<file path="config.mk">
export PLATFORM = sky130hd
export DESIGN_NAME = layer_sequencer_flat
export DESIGN_NICKNAME = d
export VERILOG_FILES = /design/src/rtl/accelkan_pkg.sv /design/src/rtl/layer_sequencer_if.sv /design/src/rtl/layer_sequencer_beat_counter.sv /design/src/rtl/layer_sequencer.sv /design/src/flat_wrapper.sv
export SDC_FILE = /design/constraint.sdc
export NUM_CORES = 1
export LEC_CHECK = 0
export BUFFER_PORTS_ARGS = -buffer_cell sky130_fd_sc_hd__buf_2
export CAP_MARGIN = 10
export CORE_MARGIN = 2
export CORE_UTILIZATION = 58
export CTS_CLUSTER_DIAMETER = 80
export DETAILED_ROUTE_END_ITERATION = 8
export GPL_ROUTABILITY_DRIVEN = 0
export PLACE_DENSITY = 0.8
export SKIP_CTS_REPAIR_TIMING = 1
export SYNTH_ARGS = -nofsm -noshare
export SYNTH_HDL_FRONTEND = slang
export SYNTH_SLANG_ARGS = --single-unit
</file>
<file path="constraint.sdc">
create_clock -name aclk -period 3.1 [get_ports aclk]
set_clock_uncertainty 0.1 [all_clocks]
set_input_delay 0.31 -clock aclk [delete_from_list [all_inputs] [get_ports aclk]]
set_output_delay 0.31 -clock aclk [all_outputs]
set_load 0.03 [all_outputs]
</file>
<file path="src/rtl/accelkan_pkg.sv">
// Shared types and default widths for the layer sequencer and buffer.
// State encoding is fixed; other blocks decode it.
package accelkan_pkg;

    localparam int LW_DEF = 4;
    localparam int CW_DEF = 16;

    typedef enum logic [1:0] {
        IDLE    = 2'd0,
        LOAD    = 2'd1,
        COMPUTE = 2'd2,
        DRAIN   = 2'd3
    } state_e;

endpackage

</file>
<file path="src/rtl/layer_sequencer_if.sv">
// Control and stream-monitor bundle of the layer sequencer.
// The sequencer is the slave side; the controller/bench is the master.
interface layer_sequencer_if
    import accelkan_pkg::*;
#(
    parameter int LW = LW_DEF,
    parameter int CW = CW_DEF
) ();

    logic          start;
    logic [LW-1:0] cfg_nlayers;
    logic [CW-1:0] cfg_olen;
    logic          s_axis0_tvalid;
    logic          s_axis0_tready;
    logic          s_axis0_tlast;
    logic          k_done;
    logic          s_axis1_tvalid;
    logic          s_axis1_tready;
    logic          s_axis1_tlast;
    logic          c_new;
    logic          c_lfirst;
    logic          c_llast;
    logic [LW-1:0] layer_idx;
    logic          busy;
    logic          done;
    logic          err;

    modport slave (
        input  start, cfg_nlayers, cfg_olen,
        input  s_axis0_tvalid, s_axis0_tready, s_axis0_tlast,
        input  k_done, s_axis1_tvalid, s_axis1_tready,
        output s_axis1_tlast, c_new, c_lfirst, c_llast,
        output layer_idx, busy, done, err
    );

    modport master (
        output start, cfg_nlayers, cfg_olen,
        output s_axis0_tvalid, s_axis0_tready, s_axis0_tlast,
        output k_done, s_axis1_tvalid, s_axis1_tready,
        input  s_axis1_tlast, c_new, c_lfirst, c_llast,
        input  layer_idx, busy, done, err
    );

endinterface

</file>
<file path="src/rtl/layer_sequencer_beat_counter.sv">
// Saturating beat counter with clear, enable and terminal-beat decode.
// last_o flags the final beat of a term_i-long burst (never for term_i=0).
module beat_counter
    import accelkan_pkg::*;
#(
    parameter int CW = CW_DEF
) (
    input  logic          clk,
    input  logic          rst,
    input  logic          clr_i,
    input  logic          en_i,
    input  logic [CW-1:0] term_i,
    output logic          last_o
);

    logic [CW-1:0] cnt_q;

    assign last_o = (term_i != '0) && (cnt_q == term_i - CW'(1));

    // Count beats, holding at the terminal beat.
    always_ff @(posedge clk or posedge rst) begin
        if (rst)
            cnt_q <= '0;
        else if (clr_i)
            cnt_q <= '0;
        else if (en_i && !last_o)
            cnt_q <= cnt_q + CW'(1);
    end

endmodule

</file>
<file path="src/rtl/layer_sequencer.sv">
// Sequencer that walks the ping-pong buffer through load, N layers and drain.
// A kernel completion during load is remembered and taken on the last input beat.
module layer_sequencer
    import accelkan_pkg::*;
#(
    parameter int LW = LW_DEF,
    parameter int CW = CW_DEF
) (
    input  logic             aclk,
    input  logic             aresetn,
    layer_sequencer_if.slave bus
);

    localparam logic [1:0] ST_IDLE    = IDLE;
    localparam logic [1:0] ST_LOAD    = LOAD;
    localparam logic [1:0] ST_COMPUTE = COMPUTE;
    localparam logic [1:0] ST_DRAIN   = DRAIN;

    logic [1:0]    state_q, state_d;
    logic [LW-1:0] nl_q, nl_d;
    logic [CW-1:0] olen_q, olen_d;
    logic [LW-1:0] layer_q, layer_d;
    logic          pend_q, pend_d;
    logic          err_q, err_d;
    logic          cnew_q, cnew_d;
    logic          lfirst_q, lfirst_d;
    logic          llast_q, llast_d;
    logic          done_q, done_d;
    logic          busy_q, busy_d;

    logic in_last, out_hs, in_load, in_idle, in_drain, in_comp;
    logic adv, more, err_set, acc_start, bclr, beat_last, tlast;

    assign in_idle  = (state_q == ST_IDLE);
    assign in_load  = (state_q == ST_LOAD);
    assign in_comp  = (state_q == ST_COMPUTE);
    assign in_drain = (state_q == ST_DRAIN);

    assign in_last = bus.s_axis0_tvalid & bus.s_axis0_tready
                   & bus.s_axis0_tlast;
    assign out_hs  = bus.s_axis1_tvalid & bus.s_axis1_tready;

    assign acc_start = in_idle & bus.start;
    assign more      = layer_q < (nl_q - LW'(1));
    assign adv       = (in_comp & bus.k_done)
                     | (in_load & in_last & (bus.k_done | pend_q));
    assign err_set   = (bus.k_done & (in_idle | in_drain))
                     | (bus.k_done & in_load & pend_q)
                     | (in_last & ~in_load);

    beat_counter #(.CW(CW)) u_beats (
        .clk    (aclk),
        .rst    (aresetn),
        .clr_i  (bclr),
        .en_i   (out_hs & in_drain),
        .term_i (olen_q),
        .last_o (beat_last)
    );

    assign tlast = in_drain & beat_last;

    assign bus.s_axis1_tlast = tlast;
    assign bus.c_new         = cnew_q;
    assign bus.c_lfirst      = lfirst_q;
    assign bus.c_llast       = llast_q;
    assign bus.layer_idx     = layer_q;
    assign bus.busy          = busy_q;
    assign bus.done          = done_q;
    assign bus.err           = err_q;

    // Next-state, strobe and error decode.
    always_comb begin
        state_d  = state_q;
        nl_d     = nl_q;
        olen_d   = olen_q;
        layer_d  = layer_q;
        pend_d   = pend_q;
        cnew_d   = 1'b0;
        lfirst_d = 1'b0;
        llast_d  = 1'b0;
        done_d   = 1'b0;
        bclr     = 1'b0;
        unique case (state_q)
            ST_IDLE: begin
                if (bus.start) begin
                    nl_d   = bus.cfg_nlayers;
                    olen_d = bus.cfg_olen;
                    if (bus.cfg_nlayers != '0) begin
                        state_d  = ST_LOAD;
                        cnew_d   = 1'b1;
                        lfirst_d = 1'b1;
                        layer_d  = '0;
                        pend_d   = 1'b0;
                    end else begin
                        done_d = 1'b1;
                    end
                end
            end
            ST_LOAD: begin
                if (bus.k_done)
                    pend_d = 1'b1;
                if (in_last) begin
                    state_d = ST_COMPUTE;
                    pend_d  = 1'b0;
                end
            end
            ST_COMPUTE: begin
                pend_d = 1'b0;
            end
            ST_DRAIN: begin
                if (olen_q == '0 || (out_hs && tlast)) begin
                    state_d = ST_IDLE;
                    done_d  = 1'b1;
                end
            end
            default: state_d = ST_IDLE;
        endcase
        if (adv) begin
            cnew_d = 1'b1;
            if (more) begin
                layer_d = layer_q + LW'(1);
                state_d = ST_COMPUTE;
            end else begin
                llast_d = 1'b1;
                bclr    = 1'b1;
                state_d = ST_DRAIN;
            end
        end
        err_d  = (acc_start ? 1'b0 : err_q) | err_set;
        busy_d = (state_d != ST_IDLE);
    end

    // State, config latches and registered outputs.
    always_ff @(posedge aclk or posedge aresetn) begin
        if (aresetn) begin
            state_q  <= ST_IDLE;
            nl_q     <= '0;
            olen_q   <= '0;
            layer_q  <= '0;
            pend_q   <= 1'b0;
            err_q    <= 1'b0;
            cnew_q   <= 1'b0;
            lfirst_q <= 1'b0;
            llast_q  <= 1'b0;
            done_q   <= 1'b0;
            busy_q   <= 1'b0;
        end else begin
            state_q  <= state_d;
            nl_q     <= nl_d;
            olen_q   <= olen_d;
            layer_q  <= layer_d;
            pend_q   <= pend_d;
            err_q    <= err_d;
            cnew_q   <= cnew_d;
            lfirst_q <= lfirst_d;
            llast_q  <= llast_d;
            done_q   <= done_d;
            busy_q   <= busy_d;
        end
    end

endmodule

</file>
<file path="src/flat_wrapper.sv">
// flat-port wrapper written by rule: the top's interface ports become plain ports
module layer_sequencer_flat import accelkan_pkg::*;
#(
    parameter int LW = LW_DEF,
    parameter int CW = CW_DEF
)
  (aclk, aresetn, bus_start, bus_cfg_nlayers, bus_cfg_olen, bus_s_axis0_tvalid, bus_s_axis0_tready, bus_s_axis0_tlast, bus_k_done, bus_s_axis1_tvalid, bus_s_axis1_tready, bus_s_axis1_tlast, bus_c_new, bus_c_lfirst, bus_c_llast, bus_layer_idx, bus_busy, bus_done, bus_err);
  layer_sequencer_if #(.LW(LW), .CW(CW)) bus_i ();
  input  logic aclk;
  input  logic aresetn;
  input wire logic [$bits(bus_i.start)-1:0] bus_start;
  input wire logic [$bits(bus_i.cfg_nlayers)-1:0] bus_cfg_nlayers;
  input wire logic [$bits(bus_i.cfg_olen)-1:0] bus_cfg_olen;
  input wire logic [$bits(bus_i.s_axis0_tvalid)-1:0] bus_s_axis0_tvalid;
  input wire logic [$bits(bus_i.s_axis0_tready)-1:0] bus_s_axis0_tready;
  input wire logic [$bits(bus_i.s_axis0_tlast)-1:0] bus_s_axis0_tlast;
  input wire logic [$bits(bus_i.k_done)-1:0] bus_k_done;
  input wire logic [$bits(bus_i.s_axis1_tvalid)-1:0] bus_s_axis1_tvalid;
  input wire logic [$bits(bus_i.s_axis1_tready)-1:0] bus_s_axis1_tready;
  output wire logic [$bits(bus_i.s_axis1_tlast)-1:0] bus_s_axis1_tlast;
  output wire logic [$bits(bus_i.c_new)-1:0] bus_c_new;
  output wire logic [$bits(bus_i.c_lfirst)-1:0] bus_c_lfirst;
  output wire logic [$bits(bus_i.c_llast)-1:0] bus_c_llast;
  output wire logic [$bits(bus_i.layer_idx)-1:0] bus_layer_idx;
  output wire logic [$bits(bus_i.busy)-1:0] bus_busy;
  output wire logic [$bits(bus_i.done)-1:0] bus_done;
  output wire logic [$bits(bus_i.err)-1:0] bus_err;
  assign bus_i.start = bus_start;
  assign bus_i.cfg_nlayers = bus_cfg_nlayers;
  assign bus_i.cfg_olen = bus_cfg_olen;
  assign bus_i.s_axis0_tvalid = bus_s_axis0_tvalid;
  assign bus_i.s_axis0_tready = bus_s_axis0_tready;
  assign bus_i.s_axis0_tlast = bus_s_axis0_tlast;
  assign bus_i.k_done = bus_k_done;
  assign bus_i.s_axis1_tvalid = bus_s_axis1_tvalid;
  assign bus_i.s_axis1_tready = bus_s_axis1_tready;
  assign bus_s_axis1_tlast = bus_i.s_axis1_tlast;
  assign bus_c_new = bus_i.c_new;
  assign bus_c_lfirst = bus_i.c_lfirst;
  assign bus_c_llast = bus_i.c_llast;
  assign bus_layer_idx = bus_i.layer_idx;
  assign bus_busy = bus_i.busy;
  assign bus_done = bus_i.done;
  assign bus_err = bus_i.err;
  layer_sequencer #(.LW(LW), .CW(CW)) u_core (.aclk(aclk), .aresetn(aresetn), .bus(bus_i));
endmodule
</file>
Yosys cells after proc, flatten, opt, wreduce, memory -nomap -nowiden:

Cells that the tools add are included.

* flip-flop bits (word level): 49
* latch bits: 0
* memory bits (writable): 0
* ROM bits: 0
* input port bits: 29
* output and inout port bits: 11
* word-level logic and storage cells: 88
* memories kept: 0

* add/subtract/negate cells: 4
* multipliers: 0
* div/mod/pow operators: 0
* $lt $le $gt $ge: 1
* equal/unequal tests: 7
* shifts and indexed selects: 0
* mux-type cells: 30
* bitwise logic cells: 20
* reduce and logical (&&, ||, !) cells: 14

Operator list (number)
* $mux W16: 2
* $mux W4: 5
* $add A16 B1 Y16 const B: 1
* $eq A16 B16 Y1: 1
* $logic_not A16 Y1: 1
* $reduce_bool A16 Y1: 1
* $sub A16 B1 Y16 const B: 1
* $mux W1: 15
* $and A1 B1 Y1: 13
* $mux W2: 5
* $or A1 B1 Y1: 6
* $pmux W2 S3: 1
* $add A4 B1 Y4 const B: 1
* $eq A2 B2 Y1 const B: 2
* $lt A4 B4 Y1: 1
* $ne A2 B2 Y1 const B: 2
* $reduce_and A4 Y1: 1
* $reduce_bool A2 Y1: 2
* $reduce_bool A4 Y1: 1
* $sub A4 B1 Y4 const B: 1
* $logic_and A1 B1 Y1: 3
* $ne A3 B2 Y1 const B: 1
* $pmux W1 S3: 1
* $reduce_bool A3 Y1: 1
* 7 further kinds: 7

Longest topological paths before layout:

Gate-level depths: netlist of run 1.

* depth after elaboration: 10
* mapped depth: 12
* mapped depth without buffers: 12

Hierarchy:

Synthesis of run 1 repeated with hierarchy kept, for this count alone.

* cell total of the unflattened synthesis: 328
* area total of the unflattened synthesis: 3251.9 µm²

Modules (own cells, without submodules)
* layer_sequencer: times used 1, cells an instance 147, area an instance 1711.6 µm², seq. area each 825.8 µm²
* beat_counter: times used 1, cells an instance 181, area an instance 1540.2 µm², seq. area each 400.4 µm²

Worst setup path before layout of run 1:

Ideal clock, no wire load.

* kind: register -> register
* from: register u_core.olen_q[0]
* to: register u_core.u_beats.cnt_q[9]
* library setup time: 0.078 ns
* arrival: 2.648 ns
* required time: 2.922 ns
* slack: 0.274 ns
* stages on the path, launching flop included: 11
* path buffers: 0
* clock period less this slack: 2.826 ns
* cell sequence: dfrtp_1 > inv_1 > ha_1 > or4b_1 > or3_2 > o211ai_1 > nor4_2 > nand4_2 > nand2_4 > or4_1 > a21oi_1

* word-level cells in the longest chain between the ends: 6
* elaborated cells on any way between the ends: 7
* those cells by class: 1 x add/sub; 1 x eq/ne; 5 x reduce/logical

Ends and longest elaborated chain
* start: declaration: RTL line layer_sequencer.sv:21 `logic [CW-1:0] olen_q, olen_d;`
* start signal: assignment: RTL line layer_sequencer.sv:150 `olen_q <= olen_d;`
* $sub A16 B1 Y16: RTL line layer_sequencer_beat_counter.sv:18 `assign last_o = (term_i != '0) && (cnt_q == term_i - CW'(1));`
* $eq A16 B16 Y1: RTL line layer_sequencer_beat_counter.sv:18
* $logic_and A1 B1 Y1 *: RTL line layer_sequencer_beat_counter.sv:18
* $logic_not A1 Y1 *: RTL line layer_sequencer_beat_counter.sv:26 `else if (en_i && !last_o)`
* $logic_and A1 B1 Y1 *: RTL line layer_sequencer_beat_counter.sv:26
* $reduce_bool A2 Y1 (no source line) *
* end signal: assignment: RTL line layer_sequencer_beat_counter.sv:27 `cnt_q <= cnt_q + CW'(1);`
* end: declaration: RTL line layer_sequencer_beat_counter.sv:16 `logic [CW-1:0] cnt_q;`

Every way passes the cells marked *; elsewhere a longest branch is shown, timed or not.
A chain may end at the register's enable or synchronous reset.

Worst setup path after layout of run 1:

* from: register u_core.olen_q[1]
* to: output bus_s_axis1_tlast

* word-level cells in the longest chain between the ends: 4
* elaborated cells on any way between the ends: 5
* those cells by class: 1 x add/sub; 1 x eq/ne; 1 x bitwise; 2 x reduce/logical

Ends and longest elaborated chain
* $sub A16 B1 Y16: RTL line layer_sequencer_beat_counter.sv:18
* $eq A16 B16 Y1: RTL line layer_sequencer_beat_counter.sv:18
* $logic_and A1 B1 Y1 *: RTL line layer_sequencer_beat_counter.sv:18
* $and A1 B1 Y1 *: RTL line layer_sequencer.sv:60 `assign tlast = in_drain & beat_last;`
* end: declaration: RTL line flat_wrapper.sv:20 `output wire logic [$bits(bus_i.s_axis1_tlast)-1:0] bus_s_axis1_tlast;`

Marked as above.

==> flow_results.org, run 1 <==
** Worst setup path
- Traced cell by cell, the critical path runs through inv_2 > ha_4 > nor4bb_4 > o22ai_1 > or4_4 > nor4_4 > nand4_2 > buf_6 > nor2_4 > buf_6.
- Most prevalent standard cell on the critical path :: sky130_fd_sc_hd__buf_6
- Beginning of the critical path :: u_core.olen_q[1]
- STA puts the critical path data required time at ~2.7 ns.
- Kind of end point of the critical path :: primary output
- Together, buffers and inverters on the worst path number 3.
- Startpoint Class :: flop
- Critical path type :: flop to primary output
- Startpoint of the most critical register-to-register path :: u_core.olen_q[1]
- Slowest stage cell on the critical path :: sky130_fd_sc_hd__or4_4
- Along the worst path, the maximum fanout reaches 6.
- Biggest cell delay along the critical path :: 0.56 ns
- Data arrives at the worst endpoint at 2.70 ns.
- Cell type group with the largest total delay on the critical path :: simple AND/OR/NAND/NOR gates

** Route
- Post-route antenna net violation count :: 0
- Wires add up to a little under 7000 um.
- After detailed routing, the wire length on met1 is 3052 um.
- For this block, the via count after detailed routing is 2,666.
- For this block, the initial DRC count from the detailed router was 182.
- Final routed wire length divided by cell count :: 15.86 um
- In the routed layout, each cell is associated on average with a via count of ~6.
- DRC Markers :: 0
- The highest layer touched by signal routing is met4.
- Met2 wire length :: 3450 um
- Met3 wire length :: between 200 and 300 um
- Iteration count of the initial detailed-routing pass :: 4

** Min path
- The min-delay analysis places its worst path in the category input port to flop.
- Worst hold path startpoint :: bus_cfg_olen[9]

** Clock tree
- H-tree levels :: 2
- Clock sink count :: 49
- After clock tree synthesis, the clock-pin slew on the worst setup and hold paths is ~0.090 ns.
- The tree is rooted in a sky130_fd_sc_hd__clkbuf_8.
- Clock latency on the worst-skew pair :: 0.30 ns
- Number of CTS-inserted buffers :: 5
- TritonCTS built the clock tree.
- The clock passes through at most 2 buffers.

** Cells and area
- Final layout net count :: 407
- The filler cells instantiated in the layout total between 400 and 500.
- Area added between synthesis and finish :: 16.10%
- Share of the core filled with cells :: 0.6970
- After routing the design area is 0.003537 sq mm.
- Of the cells placed in the final design, the portion with a size suffix greater than 1 is 0.2678.
- 0 antenna diodes ended up in the layout.

** Power
- The worst-case IR drop observed on VDD is 0.4860 mV.
- Power spread over the standard cell area amounts to 778.4 mW/mm^2.
- Summing internal, switching and leakage power gives 2.753 mW.
- The analysis attributes to cell leakage a power of 1.540 nW.

** Timing
- Max-slew headroom :: 0.3134
- Once routing completed, OpenROAD measured the worst setup slack at -0.006990 ns.
- Ratio of final minimum period to clock period :: 1.002
- Hold violation count in the final report :: 0
- Unrepaired setup endpoints after global routing :: true
- At the pin with the least slew margin, the transition time is 1.028 ns.
- Total setup violations reported at the end of the flow :: 1
- Subtracting the final worst setup slack from the clock period gives around 3.1 ns.
- Based on the critical path, the design can be clocked at up to 321.9 MHz.
- The final number of max-transition violations came to 0.

** Synth
- Count of warnings emitted by yosys :: 0
- Of the synthesized area, sequential elements account for 0.4025.
- Cell type contributing the most total cell area after synthesis :: sky130_fd_sc_hd__dfrtp_1
- Share of flip-flops with an asynchronous set or reset :: 1.000
- Count of distinct cell types in the synthesized netlist :: 54
- Cell Area, Synth :: 0.003047 sq mm
- Number of synthesized flops with an enable pin :: 0
- Counting every instance in the synthesized netlist gives 322.
- Most repeated cell in the gate-level netlist after synthesis :: sky130_fd_sc_hd__dfrtp_1
- Cell types occupying the most area after synthesis :: sky130_fd_sc_hd__dfrtp_1 (40%), sky130_fd_sc_hd__mux2_2 (7.8%), sky130_fd_sc_hd__ha_1 (5.3%)
- The most used flip-flop cell after synthesis is sky130_fd_sc_hd__dfrtp_1.
- Synthesis produced a netlist with a net count of 364.
- Post-synth top area share :: 0.4025
- Post-synth top cells :: sky130_fd_sc_hd__dfrtp_1 (49), sky130_fd_sc_hd__nor2_1 (25), sky130_fd_sc_hd__nand2_1 (23), sky130_fd_sc_hd__mux2_2 (21), sky130_fd_sc_hd__o21ai_0 (21)
- Syn Area/Cell :: 9.462 sq um
- The synthesized design contains slightly below 50 register bits.

** Floorplan
- The die is 76.48 um wide.
- The core region is 0.005075 sq mm.
- Vertical die dimension :: between 70 and 80 um
- Total die area :: 0.005848 sq mm
- 40 I/O pins were placed.
- After floorplanning, the core was divided into 26 placement rows.
- For this configuration, the core starts out at a cell density of 0.6003.

** Global route
- Largest net degree at the start of global routing :: 50
- The via count of the first global-routing pass was 2,488.
- In the global route stage, overall resource usage came out at 0.2361.
- Antenna violations before repair :: 0
- GR Overflow Total :: 0
- Wire length of the first global-routing pass :: about 11,000 um

** Placement
- After detailed placement, the total cell area comes to 0.003313 sq mm.
- The count of buffers added on input and output ports is 39.
- Once detailed placement completed, the half-perimeter wirelength came to 4857 um.

** Flow run
- Across the run, the number of max-cap violations was 0.

** Status
- Violations in the final reports :: negative setup slack
- The run finished, with violations left.
[state kept, by name (all words and copies together) (netlist names), 2 cells and up]
name	count
u_core.nl_q	4
u_core.olen_q	16
u_core.u_beats.cnt_q	16
u_core.bus.layer_idx	4
u_core.state_q	2
[cell type report]
cell class | count | area, sq um | share of cell area
flip-flops and latches | 49 | 1227 | 0.3470
clock inverters | 2 | 13.76 | 0.003891
multi-input cells | 245 | 1789 | 0.5058
clock buffers | 6 | 82.58 | 0.02335
repair buffers | 49 | 280.3 | 0.07924
inverters | 15 | 56.30 | 0.01592
well taps | 70 | 87.58 | 0.02476
[cell usage in the layout (no fill, tap or decap), types with 8 or more instances in the layout]
master                    Yosys  layout
sky130_fd_sc_hd__buf_4        0       9
sky130_fd_sc_hd__nor2_1      25      24
sky130_fd_sc_hd__nand2_1     23      23
sky130_fd_sc_hd__xor2_1      11      11
sky130_fd_sc_hd__buf_2        4      38
sky130_fd_sc_hd__xnor2_1     10      10
sky130_fd_sc_hd__ha_1        13      12
sky130_fd_sc_hd__dfrtp_1     49      48
sky130_fd_sc_hd__or3_1        8       8
sky130_fd_sc_hd__a21oi_1     18      18
sky130_fd_sc_hd__mux2_2      21      21
sky130_fd_sc_hd__o21ai_0     21      20
sky130_fd_sc_hd__inv_1       14      11
sky130_fd_sc_hd__nand3_1     12      12
[logic make-up (layout without fill, tap and decap cells)]
kind of cell,Yosys count,in the layout,share of synthesized area
simple gates,121,121,0.2197
compound gates,68,68,0.1421
flops,49,49,0.4025
buf+inv,28,72,0.04107
mux,22,22,0.08090
xor+xnor,21,21,0.06037
fa+ha+maj,13,13,0.05339
[report_power, final]
| group | total [mW] | internal (mW) | switching [mW] |
|---|---|---|---|
| Sequential | 1.10 | 0.833 | 0.268 |
| Combinational | 1.25 | 0.588 | 0.665 |
| Clock | 0.400 | 0.181 | 0.219 |
| Total | 2.75 | 1.60 | 1.15 |
[worst paths after layout]
kind / to / slack, ns / depth (start not counted)
worst min register to register: u_core.bus.err / 0.42 / 1
min in group asynchronous: u_core.olen_q[6] / 0.15 / 2
worst min-delay path: u_core.olen_q[9] / 0.13 / 2
worst max register to register: u_core.u_beats.cnt_q[5] / 0.03 / 10
worst max-delay path: bus_s_axis1_tlast / -0.007 / 10
max in group asynchronous: u_core.olen_q[9] / 2.06 / 2
[per-layer routing]
metal	track usage	vias up
met5	0	-
met4	0.08000	0
met3	0.04028	16
met2	0.4053	68
met1	0.3025	1319
li1	-	1263
[per-stage QoR]
| stage | std cells | hold slack, ns | setup slack, ns | setup TNS (ns) |
|---|---|---|---|---|
| 4_1_cts | 433 | 0.1262 | -0.1373 | -0.1373 |
| 5_1_grt | 436 | 0.1267 | -0.1391 | -0.4034 |
| 3_3_place_gp | 425 | 0.3998 | 0.1431 | 0 |
| 3_5_place_dp | 425 | 0.3984 | 0.07103 | 0 |
| 6_report | 436 | 0.1289 | -0.006990 | -0.006990 |
| 2_1_floorplan | 322 | 0.3489 | 0.2736 | 0 |
[worst register-to-register path: cells and delay by family, from the launching register on]
kind / cells / cell delay, ns
simple gates: 6 / 1.91
flops: 1 / 0.43
compound gates: 2 / 0.31
fa+ha+maj: 1 / 0.16
buf+inv: 1 / 0.10
Note: power is estimated with default switching activity, not from simulation.
==> run 2, diff against run 1 <==
--- a/config.mk
+++ b/config.mk
@@ -8,12 +8,13 @@
 export BUFFER_PORTS_ARGS = -buffer_cell sky130_fd_sc_hd__buf_2
 export CAP_MARGIN = 10
 export CORE_MARGIN = 2
-export CORE_UTILIZATION = 58
+export CORE_UTILIZATION = 59
 export CTS_CLUSTER_DIAMETER = 80
 export DETAILED_ROUTE_END_ITERATION = 8
 export GPL_ROUTABILITY_DRIVEN = 0
-export PLACE_DENSITY = 0.8
+export PLACE_DENSITY = 0.81
 export SKIP_CTS_REPAIR_TIMING = 1
 export SYNTH_ARGS = -nofsm -noshare
 export SYNTH_HDL_FRONTEND = slang
+export SYNTH_HIERARCHICAL = 1
 export SYNTH_SLANG_ARGS = --single-unit
==> run 2 against run 1 <==
The run ends with negative hold slack, negative setup slack left. Routed wire length up 13%. Total power up 15%. Fmax fell by 8.7%. Register-to-register slack worse by 0.24 ns. Sequential share of layout area decreased by 4.3 points. Via count up 5.2%. Combinational power up 27%. Synthesized cell count up 1.9%. Non-clock buffer count up 26. Critical path type unchanged. Critical endpoint unchanged. Largest power group unchanged.
==> flow_results.org, run 2 <==
** Synth
- Yosys instantiated no cell more often than sky130_fd_sc_hd__dfrtp_1.
- The share of synthesized area in the top cell type comes to 0.3771.
- Cell Area, Synth :: about 0.0033 sq mm
- Flop and latch count out of synthesis :: 49
- For this run, the register share of the synthesized area comes to 0.3771.
- Post-synth top cells :: sky130_fd_sc_hd__dfrtp_1 (49), sky130_fd_sc_hd__nor2_1 (23), sky130_fd_sc_hd__nand2_1 (21), sky130_fd_sc_hd__mux2_2 (19)
- For this run, asynchronously set or reset flops after synthesis account for 1.000.
- The Yosys step of the flow raised 6 warnings.
- Cell count after synthesis :: 328
- Count of distinct cell types in the synthesized netlist :: 74
- Cell type contributing the most total cell area after synthesis :: sky130_fd_sc_hd__dfrtp_1
- Syn Area/Cell :: 9.914 sq um
- Number of synthesized flops with an enable pin :: 0
- In the synthesized netlist the dominant register cell turns out to be sky130_fd_sc_hd__dfrtp_1.
- Cell types occupying the most area after synthesis :: sky130_fd_sc_hd__dfrtp_1 (38%), sky130_fd_sc_hd__mux2_2 (6.6%), sky130_fd_sc_hd__ha_1 (4.6%)
- Synthesis produced a netlist with a net count of 369.

** Cells and area
- Top library cells by usage in the layout, fill and taps aside :: sky130_fd_sc_hd__dfrtp_1 (49), sky130_fd_sc_hd__buf_2 (38), sky130_fd_sc_hd__buf_4 (29)
- Non-filler instance count after layout :: 471
- The net count of the finished layout is 439.
- Final Cell Area :: 0.004028 sq mm
- The library cell used most frequently in the layout, excluding fill and tap cells, is sky130_fd_sc_hd__dfrtp_1.
- The largest registers in the layout are u_core/olen_q (16), u_core/u_beats/cnt_q (16).
- Counting the fill cells in the layout gives slightly below 400.
- Share of the core filled with cells :: 0.7451
- Count of inserted antenna diode cells :: 0
- Share of post-route cells with drive strength above 1 :: 0.3684
- Area added between synthesis and finish :: 23.86%

** Power
- In this run the static leakage power is 1.757 nW.
- The design draws 3.176 mW.
- IR drop worst, VDD :: 0.5127 mV
- Power density over the cells :: around 790 mW/mm^2

** Timing
- Hold violation count in the final report :: 43
- Number of max-slew violations in the final report :: 0
- Headroom to the max-slew limit came out at 0.5738.
- At the pin with the least slew margin, the transition time is 0.6385 ns.
- Ratio of final minimum period to clock period :: 1.098
- Across all setup checks in the final design, the least slack found is -0.3038 ns.
- Final hold slack :: -0.01575 ns
- The worst path in the final design needs a cycle of approximately 3.4 ns, including I/O delays and setup.
- Setup violations remaining at the end of the flow were counted as 17.
- Setup repair after global routing could not meet its margin everywhere.
- Sum of negative setup slack :: -2.116 ns
- Derived from the worst setup path, the maximum achievable clock frequency is about 290 MHz.

** Route
- In the final routed layout, each cell accounts on average for 16.55 um.
- Dividing the detail-routed via count by the number of cells gives 5.955.
- Via Count :: 2,805
- DRC Markers :: 0
- Summed over all layers, the routed wires come to slightly below 8000 um.
- Number of DRC markers in iteration 0 :: 208
- Iteration count of the initial detailed-routing pass :: 4
- Once detail routing completed, the nets flagged for antenna violations numbered 0.

** Global route
- In the global route stage, overall resource usage came out at 0.2527.
- The first global-routing pass estimated 12,400 um of wire.
- Entering global routing, the biggest net connects 34 pins.
- The number of antenna violations at the first check in global routing came to 0.
- Via count of the first global-routing pass :: 2,711
- Global routing finished with a remaining overflow of 0.

** Worst setup path
- Crit path depth :: 8
- Critical path type :: flop to primary output
- Number of buffers and inverters on the critical path :: 1
- Slowest stage cell on the critical path :: sky130_fd_sc_hd__or4_4
- Startpoint of the most critical register-to-register path :: u_core/olen_q[8]
- Cell type group with the largest total delay on the critical path :: simple AND/OR/NAND/NOR gates
- In this design, the stage delay of the slowest critical-path cell is 0.60 ns.
- In this run the critical register-to-register path is captured at u_core/state_q[0].
- Kind of end point of the critical path :: primary output
- Number of cells on the worst reg-to-reg path :: 10
- Startpoint Class :: flop
- At the worst endpoint, the required time is 2.69 ns.
- Worst reg2reg setup slack :: -0.21 ns
- Crit-path cells :: or4_4 > nor4_4 > mux2_4 > a2111oi_4 > o221ai_2 > nor2_1 > and2_4 > buf_6
- At the worst endpoint, the arrival time is 2.99 ns.
- Highest net fanout along the worst path :: 5

** Placement
- Post-detailed-placement cell area :: 0.003702 sq mm
- Buffers placed on the I/O ports in this run total 39.
- The HPWL after detailed placement is 5549 um.
- Prior to clock tree synthesis, the placed netlist has a worst setup slack of -0.2157 ns.
- Counting tap cells, the placed design contains a total of 453 instances.

** Floorplan
- Starting utilization of the core area :: 0.6016
- Width of the chip :: 78.24 um
- Area of the core :: 0.005405 sq mm
- The die is 78.24 um tall.
- Placement Rows :: 27
- In this run the count of I/O pins placed on the die edge is 40.
- The die covers approximately 0.0061 sq mm.

** Min path
- Class of the tightest hold or removal check :: input port to asynchronous set/reset pin

** Status
- Violations in the final reports :: negative hold slack, negative setup slack
- Status :: finished, violations left

** Clock tree
- In this run the number of H-tree levels came out at 2.
- In this run the deepest clock path goes through 2 buffers.
- Clock edge transition at the registers on the reported setup and hold paths :: 0.09 ns
- The tree is rooted in a sky130_fd_sc_hd__clkbuf_8.
- Clock tree from TritonCTS :: built
- Buffers inserted during clock tree synthesis total 5.
- Clock sink count :: 49
- Clock latency on the worst-skew pair :: 0.31 ns

** Flow run
- Across the run, the number of max-cap violations was 0.
-- run 2: cell types whose count changed after synthesis, moves of 3 or more --
cell	delta
sky130_fd_sc_hd__mux2i_1	+3
sky130_fd_sc_hd__a211o_1	+3
sky130_fd_sc_hd__nand3_1	-7
sky130_fd_sc_hd__o211ai_1	+4
sky130_fd_sc_hd__o21ai_0	-10
sky130_fd_sc_hd__and2_1	+5
sky130_fd_sc_hd__clkbuf_1	-3
sky130_fd_sc_hd__or3_1	-4
-- run 2: kinds of logic (layout without fill, tap and decap cells) --
logic type | count (synthesis) | in the layout | synth area share
AOI/OAI and AO/OA | 78 | 78 | 0.1851
and+or+nand+nor | 116 | 116 | 0.2120
buffers and inverters | 28 | 99 | 0.04078
adders and majority gates | 12 | 12 | 0.04617
xor gates and xnor gates | 20 | 20 | 0.05387
DFF | 49 | 49 | 0.3771
muxes | 25 | 25 | 0.08503
-- run 2: worst max-delay path by stage --
stage                startpoint                        to  slack, ns
3_3_place_gp   u_core/olen_q[1]         u_core/state_q[0]      -0.09
3_5_place_dp   u_core/olen_q[1]         u_core/state_q[0]      -0.22
4_1_cts        u_core/olen_q[1]         bus_s_axis1_tlast      -0.42
2_1_floorplan  u_core/olen_q[0]  u_core/u_beats/cnt_q[12]      -0.09
6_report       u_core/olen_q[8]         bus_s_axis1_tlast      -0.30
5_1_grt        u_core/olen_q[1]         bus_s_axis1_tlast      -0.42
-- run 2: report_power, final --
group	leakage [nW]	internal [mW]	switching, mW
clock network	0.0681	0.320	0.215
registers	0.622	0.842	0.208
logic	1.07	0.733	0.858
-- run 2: layout make-up --
cell class / instances / area (sq um) / area share
tap: 72 / 90.09 / 0.02237
clock buffer: 5 / 68.82 / 0.01709
timing repair buffer: 75 / 498.0 / 0.1236
multi-input combinational: 251 / 2019 / 0.5014
clock inverter: 3 / 65.06 / 0.01615
sequential: 49 / 1226 / 0.3044
inverter: 16 / 60.06 / 0.01491
-- run 2: worst reg2reg max path, stage by stage, from the launching register on --
cell and delay, ns:
sky130_fd_sc_hd__dfrtp_1 0.39, sky130_fd_sc_hd__or4_4 0.60, sky130_fd_sc_hd__nor4_4 0.33, sky130_fd_sc_hd__mux2_4 0.35, sky130_fd_sc_hd__a2111oi_4 0.36, sky130_fd_sc_hd__o221ai_2 0.19
sky130_fd_sc_hd__nor2_1 0.19, sky130_fd_sc_hd__and4_1 0.24, sky130_fd_sc_hd__nand2b_4 0.14, sky130_fd_sc_hd__o211ai_1 0.12, sky130_fd_sc_hd__a21o_1 0.20
-- run 2: per-layer routing --
layer,routed length [um],GRT usage
met2,4078,0.4621
met1,3343,0.3056
met3,236,0.03908
met5,0,0
met4,135,0.07719
